## config.mk

```make
export PLATFORM = sky130hd
export DESIGN_NAME = mem_arbiter
export DESIGN_NICKNAME = d
export VERILOG_FILES = /design/src/rtl/mem_arbiter.sv
export SDC_FILE = /design/constraint.sdc
export NUM_CORES = 1
export LEC_CHECK = 0
export ABC_AREA = 0
export BUFFER_PORTS_ARGS = -buffer_cell sky130_fd_sc_hd__buf_2
export CORE_AREA = 2 2 106 108
export DETAILED_ROUTE_END_ITERATION = 7
export DIE_AREA = 0 0 108 110
export PLACE_DENSITY = 0.65
export SETUP_SLACK_MARGIN = 0.5
export SLEW_MARGIN = 20
export SYNTH_ARGS = -nofsm -noshare
export SYNTH_HDL_FRONTEND = slang
export SYNTH_SLANG_ARGS = --single-unit
```

## constraint.sdc

```tcl
create_clock -name CLK -period 1.7 [get_ports CLK]
set_clock_uncertainty 0.05 [all_clocks]
set_input_delay 0.085 -clock CLK [delete_from_list [all_inputs] [get_ports CLK]]
set_output_delay 0.085 -clock CLK [all_outputs]
set_load 0.05 [all_outputs]
```

## src/rtl/mem_arbiter.sv

```systemverilog
// Single-port RAM arbiter between instruction fetch and data sides.
// Data wins in IDLE, grants alternate after completions, and RAM errors are retried a bounded number of times.
module mem_arbiter #(
    parameter int          MAX_RETRY = 3,
    parameter logic [31:0] FAIL_WORD = 32'hBAD1BAD1
) (
    input  logic        CLK,
    input  logic        nRST,
    input  logic        iREN,
    input  logic [31:0] iaddr,
    output logic [31:0] iload,
    output logic        iwait,
    input  logic        dREN,
    input  logic        dWEN,
    input  logic [31:0] daddr,
    input  logic [31:0] dstore,
    output logic [31:0] dload,
    output logic        dwait,
    output logic        ramREN,
    output logic        ramWEN,
    output logic [31:0] ramaddr,
    output logic [31:0] ramstore,
    input  logic [31:0] ramload,
    input  logic [1:0]  ramstate,
    output logic        errflag,
    output logic [7:0]  errcnt
);

    localparam logic [1:0] RAM_ACCESS = 2'd2;
    localparam logic [1:0] RAM_ERROR  = 2'd3;
    localparam int         RW         = (MAX_RETRY > 0) ? $clog2(MAX_RETRY + 1) : 1;

    typedef enum logic [1:0] {
        S_IDLE  = 2'd0,
        S_IGNT  = 2'd1,
        S_DGNT  = 2'd2,
        S_RETRY = 2'd3
    } state_t;

    state_t          r_state;
    state_t          w_next_state;
    logic [RW-1:0]   r_retry_cnt;
    logic            r_retry_dgnt;
    logic [7:0]      r_errcnt;

    logic            w_grant;
    logic            w_access;
    logic            w_error;
    logic            w_exhausted;
    logic            w_fail;
    logic            w_done;
    logic            w_do_retry;
    logic            w_dreq;

    assign w_dreq      = dREN | dWEN;
    assign w_grant     = (r_state == S_IGNT) || (r_state == S_DGNT);
    assign w_access    = w_grant && (ramstate == RAM_ACCESS);
    assign w_error     = w_grant && (ramstate == RAM_ERROR);
    assign w_exhausted = (r_retry_cnt == RW'(MAX_RETRY));
    assign w_fail      = w_error && w_exhausted;
    assign w_do_retry  = w_error && !w_exhausted;
    assign w_done      = w_access || w_fail;

    // NOTE: state is updated with non-blocking assignments so every flop samples pre-edge values.
    always_ff @(posedge CLK or negedge nRST) begin
        if (!nRST) begin
            r_state      <= S_IDLE;
            r_retry_cnt  <= '0;
            r_retry_dgnt <= 1'b0;
        end else begin
            r_state <= w_next_state;
            if (w_done) begin
                r_retry_cnt <= '0;
            end else if (w_do_retry) begin
                r_retry_cnt  <= r_retry_cnt + 1'b1;
                r_retry_dgnt <= (r_state == S_DGNT);
            end
        end
    end

    always_ff @(posedge CLK or negedge nRST) begin
        if (!nRST) begin
            r_errcnt <= 8'd0;
        end else if (w_fail && (r_errcnt != 8'hFF)) begin
            r_errcnt <= r_errcnt + 8'd1;
        end
    end

    // NOTE: the default assignment first keeps this block free of inferred latches.
    always_comb begin
        w_next_state = r_state;
        case (r_state)
            S_IDLE: begin
                if (w_dreq) begin
                    w_next_state = S_DGNT;
                end else if (iREN) begin
                    w_next_state = S_IGNT;
                end
            end
            S_IGNT: begin
                if (w_done) begin
                    w_next_state = w_dreq ? S_DGNT : S_IDLE;
                end else if (w_do_retry) begin
                    w_next_state = S_RETRY;
                end
            end
            S_DGNT: begin
                if (w_done) begin
                    w_next_state = iREN ? S_IGNT : S_IDLE;
                end else if (w_do_retry) begin
                    w_next_state = S_RETRY;
                end
            end
            S_RETRY: begin
                w_next_state = r_retry_dgnt ? S_DGNT : S_IGNT;
            end
            default: begin
                w_next_state = S_IDLE;
            end
        endcase
    end

    always_comb begin
        ramREN   = 1'b0;
        ramWEN   = 1'b0;
        ramaddr  = 32'd0;
        ramstore = 32'd0;
        iwait    = 1'b1;
        dwait    = 1'b1;
        iload    = ramload;
        dload    = ramload;
        case (r_state)
            S_IGNT: begin
                ramREN  = 1'b1;
                ramaddr = iaddr;
                iwait   = !w_done;
                if (w_fail) begin
                    iload = FAIL_WORD;
                end
            end
            S_DGNT: begin
                ramaddr  = daddr;
                ramstore = dstore;
                ramWEN   = dWEN;
                ramREN   = !dWEN;
                dwait    = !w_done;
                if (w_fail) begin
                    dload = FAIL_WORD;
                end
            end
            default: begin
            end
        endcase
    end

    assign errflag = w_fail;
    assign errcnt  = r_errcnt;

endmodule
```

# Word level (Yosys, flattened, before mapping)
# Cells that the tools add are included.
dict set report word_totals {
  register_bits 13
  input_bits 135
  output_inout_bits 141
  wordCells 49
}
dict set report classes {
  n_addsub 2
  n_eq_ne 8
  muxes 20
  bitwise_logic 2
  n_reduce_logical 13
}
# cell n
set ops {}
lappend ops {{$mux W32} 4}
lappend ops {{$pmux W32 S2} 1}
lappend ops {{$mux W2} 9}
lappend ops {{$eq A2 B2 Y1 const B} 5}
lappend ops {{$add A8 B1 Y8 const B} 1}
lappend ops {{$ne A8 B8 Y1 const B} 1}
lappend ops {{$pmux W2 S4} 1}
lappend ops {{$logic_and A1 B1 Y1} 5}
lappend ops {{$mux W1} 4}
lappend ops {{$logic_not A1 Y1} 3}
lappend ops {{$ne A3 B3 Y1 const B} 1}
lappend ops {{$add A2 B1 Y2 const B} 1}
lappend ops {{$eq A2 B1 Y1 const B} 1}
lappend ops {{$logic_not A2 Y1} 1}
lappend ops {{$logic_or A1 B1 Y1} 2}
lappend ops {{$pmux W1 S2} 1}
lappend ops {{$reduce_and A2 Y1} 1}
lappend ops {{$reduce_bool A2 Y1} 1}
lappend ops {{$not A1 Y1} 1}
lappend ops {{$or A1 B1 Y1} 1}

# Longest topological paths before layout
# Gate-level depths: netlist of the first run.
dict set report logic_depth {
  ltp_word 7
  mapped_depth 8
  depth_no_buf 7
}

# Worst setup path after synthesis of the first run
# No wires, ideal clock.
dict set report synth_path {
  path_kind {reg-to-output}
  start {reg r_state[0]}
  end {out dload[1]}
  arrival_ns 2.069
  required_ns 1.565
  setup_slack_ns -0.504
  stages_incl_launch_ff 9
  path_buffers 2
  cell_sequence {dfrtp_1 inv_1 ha_1 and2_4 and3_1 buf_4 nand2_2 buf_2 and2_1}
}
dict set report synth_via {
  elab_chain_len 6
  word_cells_on_any_way 7
  cone_classes {eq/ne (2); mux (2); reduce/logical (3)}
}
# element line
set synth_rtl {}
lappend synth_rtl {{from (decl)} 40} ;# state_t r_state;
lappend synth_rtl {{from (signal assigned)} 71} ;# r_state <= w_next_state;
lappend synth_rtl {{$eq A2 B1 Y1 / $eq A2 B2 Y1 (equally long branches)} 56} ;# assign w_grant = (r_state == S_IGNT) || (r_state == S_DGNT);
lappend synth_rtl {{$logic_or A1 B1 Y1 *} 56}
lappend synth_rtl {{$logic_and A1 B1 Y1 *} 58} ;# assign w_error = w_grant && (ramstate == RAM_ERROR);
lappend synth_rtl {{$logic_and A1 B1 Y1 *} 60} ;# assign w_fail = w_error && w_exhausted;
lappend synth_rtl {{via errflag} 25} ;# output logic errflag,
lappend synth_rtl {{$mux W32 *} 147} ;# if (w_fail) begin
lappend synth_rtl {{$mux W32 *} 132} ;# case (r_state)
lappend synth_rtl {{to (decl)} 17} ;# output logic [31:0] dload,
# The timed path passes the listed nets; every way through them passes the cells marked *.

# Final worst setup path of the first run
dict set report layout_path {
  start {reg r_state[1]}
  end {out iload[24]}
}
dict set report layout_via {
  elab_chain_len 6
  word_cells_on_any_way 7
  cone_classes {eq/ne (2); mux (2); reduce/logical (3)}
}
# element line
set layout_rtl {}
lappend layout_rtl {{$eq A2 B1 Y1 / $eq A2 B2 Y1 (equally long branches)} {56, 132}}
lappend layout_rtl {{$logic_or A1 B1 Y1} 56}
lappend layout_rtl {{$logic_and A1 B1 Y1} 58}
lappend layout_rtl {{$logic_and A1 B1 Y1} 60}
lappend layout_rtl {{$mux W32} 137} ;# if (w_fail) begin
lappend layout_rtl {{$mux W32 *} 132}
lappend layout_rtl {{to (decl)} 11} ;# output logic [31:0] iload,
# Every way passes the cells marked *; elsewhere a longest branch is shown, timed or not.

==> results of run 1 <==
power breakdown:
group / switching (mW) / total, mW / internal (mW)
logic: 5.36 / 10.5 / 5.17
clock network: 0.101 / 0.266 / 0.165
registers: 0.0542 / 0.438 / 0.384
cell type report:
type | count | share of cell area (%)
clock buffers | 4 | 0.711
inverters | 3 | 0.178
multi-input cells | 227 | 38.9
flip-flops and latches | 13 | 5.15
well taps | 140 | 2.76
repair buffers | 332 | 52.3
repair_timing:
item	CTS	global route
cloned	4	6
hold endpoints to repair	13	0
gates resized for setup	378	49
setup buffers	11	11
hold buffers	1	0
pin swaps	38	40
setup endpoints to repair	146	146
routing by layer:
metal,track usage [%],wire (µm),up-vias
met1,18.4,4060,1532
met3,3.41,843,14
met5,0,10,-
met2,33.8,6880,152
met4,4.03,171,2
li1,-,-,1519
per-stage QoR:
stage	std cells	TNS, ps
2_1_floorplan	265	-7980
3_3_place_gp	682	-6390
3_5_place_dp	682	-8620
4_1_cts	702	-24310
5_1_grt	719	-40390
6_report	719	-30510
cells by family after synthesis:
group	after synthesis	share of synthesized area (%)
adders and majority gates	7	4.50
AOI/OAI and AO/OA	48	18.4
xor gates and xnor gates	7	3.15
DFF	13	16.7
and+or+nand+nor	164	51.3
buffers and inverters	25	5.40
muxes	1	0.578
registers in the layout (all words and copies together) (netlist names):
name,flops
r_retry_cnt,2
r_retry_dgnt,1
errcnt,8
r_state,2
cells in the final DEF (no fill, tap or decap), drive strengths merged, types with 3 or more instances in the layout:
cell and instances:
clkbuf 9, nor2b 35, xor2 3, nand2b 36, o21ai 5, nor3 4
nor2 4, inv 3, dfrtp 13, o21a 3, nand2 13, ha 7
a22oi 32, xnor2 4, and2 63, buf 326
worst reg2reg max path: cells and delay by family, from the launching register on:
kind                     cells  cell delay [ps]
adder cells (fa/ha/maj)      1              260
flip-flops                   1              360
buffers and inverters        4              370
XOR/XNOR                     1              150
AO/OA/AOI/OAI                1              140
AND/OR/NAND/NOR              3              470
final timing paths:
| kind | startpoint | to | slack [ps] | cells after the start |
|---|---|---|---|---|
| min in group asynchronous | nRST | errcnt[6] | 220 | 2 |
| max reg2reg | r_state[0] | errcnt[4] | -210 | 10 |
| max in group asynchronous | nRST | errcnt[0] | 1140 | 2 |
| min | dREN | r_state[0] | 140 | 3 |
| max | r_state[1] | iload[24] | -300 | 8 |
| min reg2reg | errcnt[5] | errcnt[5] | 440 | 1 |
==> metrics.md, run 1 <==
| Metric | Value |
|---|---|
| Root Buffer | `clkbuf_8` |
| CTS buffer count | `3` |
| Failing checks | `setup timing` |
| Fin. Hold Viols | `0` |
| Synth unique cells | `37` |
| Die Height | `110 µm` |
| Ratio of cells with drive above 1 in the final layout | `90.5%` |
| DR DRC count | `0` |
| Count leader, synth | `and2_1` |
| Grt ovf | `0` |
| CP cell instances | `inv_2 > ha_4 > and2_4 > and3_4 > nand2_4 > buf_12 > and2_4 > buf_8` |
| Multi-input logic area | `0.00246 mm²` |
| Warnings from Yosys | `0` |
| CP max FO | `19` |
| Area grow syn2layout | `225%` |
| Post-synth EDFFs | `0` |
| Lkg Pwr | `3.28 nW` |
| Top cells by area, synth | `and2_1 20%, dfrtp_1 17%, a22oi_1 12%` |
| Vias in the first global route | `3,239` |
| Seq/Total Area, Yosys | `16.7%` |
| Syn Std Cell Area | `0.00195 mm²` |
| Rel. slew slack | `80.9%` |
| Post-DP Area | `0.00438 mm²` |
| Starting density of the core | `18.2%` |
| Initial antenna violation count | `1` |
| Worst-path clk slew | `50 ps` |
| Status | `complete, but fails checks` |
| Finished Core Util | `59.2%` |
| Crit-path leading delay family | `simple AND/OR/NAND/NOR gates` |
| Worst Tran Pin Value | `286 ps` |
| Syn_area_per_cell | `7.35 µm²` |
| IO Pins | `276` |
| Clk_lat worst skew | `240 ps` |
| Die area | `0.0119 mm²` |
| Worst Path Buf+Inv | `3` |
| Vias per inst | `4.48` |
| Clk sinks | `13` |
| CTS tree | `yes` |
| Flops & latches, synth | `13` |
| Post-route minimum period | `2000 ps` |
| Final WS setup | `-298 ps` |
| Largest net degree at the start of global routing | `25` |
| PortBufs | `275` |
| Startpoint Class | `flop` |
| Worst Path Arrival | `1860 ps` |
| P per Cell Area | `1770 mW/mm²` |
| Die width | `108 µm` |
| Slowest-stage cell, CP | `dfrtp_1` |
| Syn nets | `407` |
| GRT Total Usage | `17.1%` |
| VDD IR max | `1.52 mV` |
| CP dominant cell by count | `and2_4` |
| Area leader, netlist | `and2_1` |
| Fillers | `836` |
| Top cells by count, synth | `61 x and2_1, 36 x nand2b_1, 35 x nor2b_1` |
| Via count | `3,219` |
| Worst Path Required | `1560 ps` |
| GP Congestion | `0.829` |
| Async set or reset register ratio after synthesis | `100%` |
| Row cnt | `38` |
| Critical Path Sink Type | `primary output` |
| Post-synth top area share | `19.6%` |
| Dpl ws | `-171 ps` |
| Bufs on Longest Clock Path | `2` |
| Final instance area | `0.00634 mm²` |
| Core ar. | `0.0107 mm²` |
| Critical path type | `reg2out` |
| Setup violations, final | `143` |
| Tot Pwr | `11.2 mW` |
| Max incr delay on CP | `380 ps` |
| H-tree Lvls | `1` |
| RSZ-0062 raised after global routing | `yes` |
| Wire per inst | `16.6 µm` |
| First-pass GRT wire length | `16,400 µm` |
| Max-Cap Viols | `0` |
| Slew Limit Fails | `0` |
| Dominant synthesized flop cell | `dfrtp_1` |
| Fmax | `501 MHz` |
| Remaining antenna violation count | `0` |
| FF+latch area | `327 µm²` |
| Period utilization | `118%` |
| # diodes | `0` |
| Initial DRT Pass Iterations | `4` |
| Min-Delay Path Class | `in2reg` |
| Layout net count | `722` |
| Final WL | `12,000 µm` |
| Post-DP HPWL | `7900 µm` |
| 1st-iter DRT viols | `116` |
| Cells after synthesis | `265` |
| WHS | `142 ps` |
Power figures use the tool's default switching activity.
==> run 2: changes to the inputs <==
ABC_AREA = 1   (was 0)
PLACE_DENSITY = 0.66   (was 0.65)
==> run 2 against run 1 <==
The flow still finishes with violations (setup timing). Power is 8.7% higher. Register-to-register slack better by 80 ps. Maximum frequency is 2.3% higher. Critical path type unchanged. Clock power hardly changed. Final area is 16% higher. Via count is 22% higher. Combinational power is 9% higher. First-iteration DRC count is 77% higher.
==> metrics.md, run 2 <==
| Metric | Value |
|---|---|
| Status | `complete, but fails checks (unchanged)` |
| Failing checks | `setup timing (unchanged)` |
| Area grow syn2layout | `263% (was 225%)` |
| Via count | `3,938 (was 3,219)` |
| Row cnt | `38 (unchanged)` |
| Sw Ratio | `53.9% (was 49.1%)` |
| Clk_lat worst skew | `240 ps (about the same)` |
| Syn nets | `536 (was 407)` |
| GP Congestion | `0.900 (was 0.829)` |
| Async set or reset register ratio after synthesis | `100% (unchanged)` |
| Setup violations, final | `138 (was 143)` |
| Remaining antenna violation count | `0 (unchanged)` |
| Grt ovf | `0 (unchanged)` |
| Post-route non-filler standard cell count | `878 (was 719)` |
| VDD IR max | `1.09 mV (was 1.52 mV)` |
| Wire per inst | `17.2 µm (was 16.6 µm)` |
| Cell count after placement | `819 (was 682)` |
| Dominant synthesized flop cell | `dfrtp_1 (unchanged)` |
| Final WS setup | `-252 ps (was -298 ps)` |
| Starting density of the core | `18.9% (was 18.2%)` |
| Worst Path Arrival | `1820 ps (was 1860 ps)` |
| Slew Limit Fails | `0 (unchanged)` |
| Syn_area_per_cell | `5.13 µm² (was 7.35 µm²)` |
| Core ar. | `0.0107 mm² (unchanged)` |
| Vias in the first global route | `4,047 (was 3,239)` |
| Final WL | `15,100 µm (was 12,000 µm)` |
| Warnings from Yosys | `0 (unchanged)` |
| CP max FO | `7 (was 19)` |
| Startpoint Class | `flop (unchanged)` |
| Top cells by count, synth | `171 x nand2_1, 81 x inv_1, 35 x a21oi_1 (was 61 x and2_1, 36 x nand2b_1, 35 x nor2b_1)` |
| Post-synth top area share | `31.8% (was 19.6%)` |
| Rel. slew slack | `75.7% (was 80.9%)` |
| IO Pins | `276 (unchanged)` |
| WHS | `112 ps (was 142 ps)` |
| Area leader, netlist | `nand2_1 (was and2_1)` |
| Largest net degree at the start of global routing | `19 (was 25)` |
| Root Buffer | `clkbuf_8 (unchanged)` |
| Dpl ws | `-78.4 ps (was -171 ps)` |
| Die area | `0.0119 mm² (unchanged)` |
| Most common cell after layout, fill and taps aside | `buf_2 (unchanged)` |
| Min-Delay Path Class | `in2reg (unchanged)` |
| Seq/Total Area, Yosys | `16.1% (was 16.7%)` |
| CTS buffer count | `3 (unchanged)` |
| Vias per inst | `4.49 (was 4.48)` |
| Post-DP HPWL | `8850 µm (was 7900 µm)` |
| Commonest non-fill, non-tap cells in the layout | `142 x buf_2, 99 x buf_6, 62 x nand2_1 (was 142 x buf_2, 81 x buf_8, 73 x buf_6)` |
| Bufs on Longest Clock Path | `2 (unchanged)` |
| First-pass GRT wire length | `20,300 µm (was 16,400 µm)` |
| Cells after synthesis | `394 (was 265)` |
| Period utilization | `115% (was 118%)` |
| Worst Path Required | `1560 ps (about the same)` |
| Die width | `108 µm (unchanged)` |
| H-tree Lvls | `1 (unchanged)` |
| Fmax | `512 MHz (was 501 MHz)` |
| Synth unique cells | `24 (was 37)` |
| Flops & latches, synth | `13 (unchanged)` |
| PortBufs | `275 (unchanged)` |
| Post-route minimum period | `1950 ps (was 2000 ps)` |
| Initial DRT Pass Iterations | `4 (unchanged)` |
| Die Height | `110 µm (unchanged)` |
| Syn Std Cell Area | `0.00202 mm² (was 0.00195 mm²)` |
| Fin. Hold Viols | `0 (unchanged)` |
| Lkg Pwr | `3.50 nW (was 3.28 nW)` |
| Fillers | `767 (was 836)` |
| Number of flip-flops under the largest register name | `8 (unchanged)` |
| GRT Total Usage | `21.6% (was 17.1%)` |
| Initial antenna violation count | `0 (was 1)` |
| Worst Tran Pin Value | `364 ps (was 286 ps)` |
| Ratio of cells with drive above 1 in the final layout | `79.9% (was 90.5%)` |
| Clock power share | `2.2% (was 2.4%)` |
| Post-synth EDFFs | `0 (unchanged)` |
| Critical path type | `reg2out (unchanged)` |
| Worst-path clk slew | `50 ps (about the same)` |
| Top cells by area, synth | `nand2_1 32%, dfrtp_1 16%, inv_1 15% (was and2_1 20%, dfrtp_1 17%, a22oi_1 12%)` |
| CTS tree | `yes (unchanged)` |
| Clk sinks | `13 (unchanged)` |
| RSZ-0062 raised after global routing | `yes (unchanged)` |
| Internal power | `5.63 mW (was 5.71 mW)` |
| Psw | `6.58 mW (was 5.52 mW)` |
| Count leader, synth | `nand2_1 (was and2_1)` |
| Sequential power share | `4.0% (was 3.9%)` |
| Layout net count | `880 (was 722)` |
| 1st-iter DRT viols | `205 (was 116)` |
| Combinational power share | `93.8% (was 93.7%)` |
| Max-Cap Viols | `0 (unchanged)` |
| DR DRC count | `0 (unchanged)` |
| P per Cell Area | `1660 mW/mm² (was 1770 mW/mm²)` |
| Critical Path Sink Type | `primary output (unchanged)` |
[run 2: cell types whose count changed after synthesis, moves of 34 or more]
cell / previous run / this run
nand2_1: 11 / 171
a21oi_1: 1 / 35
inv_1: 3 / 81
and2_1: 61 / 0
nand2b_1: 36 / 0
nor2b_1: 35 / 0
[run 2: worst paths after layout]
path | startpoint | endpoint | slack (ps) | cells after the start
max | r_state[1] | ramaddr[9] | -250 | 7
min | iREN | r_state[0] | 110 | 4
max reg2reg | r_state[1] | r_state[1] | -130 | 13
min reg2reg | r_retry_cnt[1] | r_retry_cnt[1] | 440 | 2
max in group asynchronous | nRST | errcnt[1] | 1130 | 2
min in group asynchronous | nRST | errcnt[7] | 210 | 2
[run 2: through the flow]
stage	total power [mW]	TNS, ps	instance area, µm²	utilization [%]
after global routing	12.7	-31960	7330	68.5
after detailed placement	7.63	-2890	4850	45.3
after floorplan	6.05	-4910	3230	-
after CTS	11.4	-19820	6700	62.6
final	12.2	-20010	7330	68.6
after global placement	7.55	-532	4850	45.3
[run 2: metal layers]
layer,track usage [%],vias up,part of all wire [%]
met5,0,-,0
met4,6.87,0,3.1
met3,3.82,40,5.5
met2,42.2,177,56
met1,23.4,1875,35
li1,-,1846,-
[run 2: timing repair]
item / 4_1_cts / 5_1_grt
pin swaps: 6 / 11
gates resized for setup: 380 / 107
endpoints found under the setup margin: 146 / 146
buffers inserted: 21 / 13
endpoints found under the hold margin: 13 / 0
hold buffers: 1 / 0
cloned: 12 / 7
[run 2: kinds of logic (layout without fill, tap and decap cells)]
kind of cell | count (synthesis) | count (layout) | synth area share (%)
AND/OR/NAND/NOR | 220 | 220 | 44.3
AO/OA/AOI/OAI | 43 | 43 | 11.1
buffers and inverters | 104 | 447 | 21.1
flip-flops | 13 | 13 | 16.1
other | 0 | 1 | 0
adder cells (fa/ha/maj) | 7 | 7 | 4.33
XOR/XNOR | 7 | 7 | 3.03
[run 2: cell type report]
type                            instances  area (µm²)  share of cell area [%]
Tap cell                              140         175                    2.39
Timing Repair inverter                  5        70.1                   0.955
Timing Repair Buffer                  353        3550                    48.4
Multi-Input combinational cell        277        2660                    36.2
Clock buffer                            4        45.0                   0.614
Inverter                               85         507                    6.91
Antenna cell                            1        2.50                  0.0341
Sequential cell                        13         328                    4.47
[run 2: critical path: stages, from the launching register on]
cell and delay [ps]:
dfrtp_1 360, buf_4 160, ha_4 200, buf_12 120
bufbuf_16 260, nand2_1 140, a21oi_4 180, buf_6 170
[run 2: power groups by stage]
stage	Sequential [mW]	Clock, mW	Combinational (mW)
4_1_cts	0.489	0.277	10.6
2_1_floorplan	0.607	0	5.44
3_5_place_dp	0.497	0	7.13
3_3_place_gp	0.487	0	7.06
6_report	0.491	0.268	11.4
5_1_grt	0.509	0.292	11.9
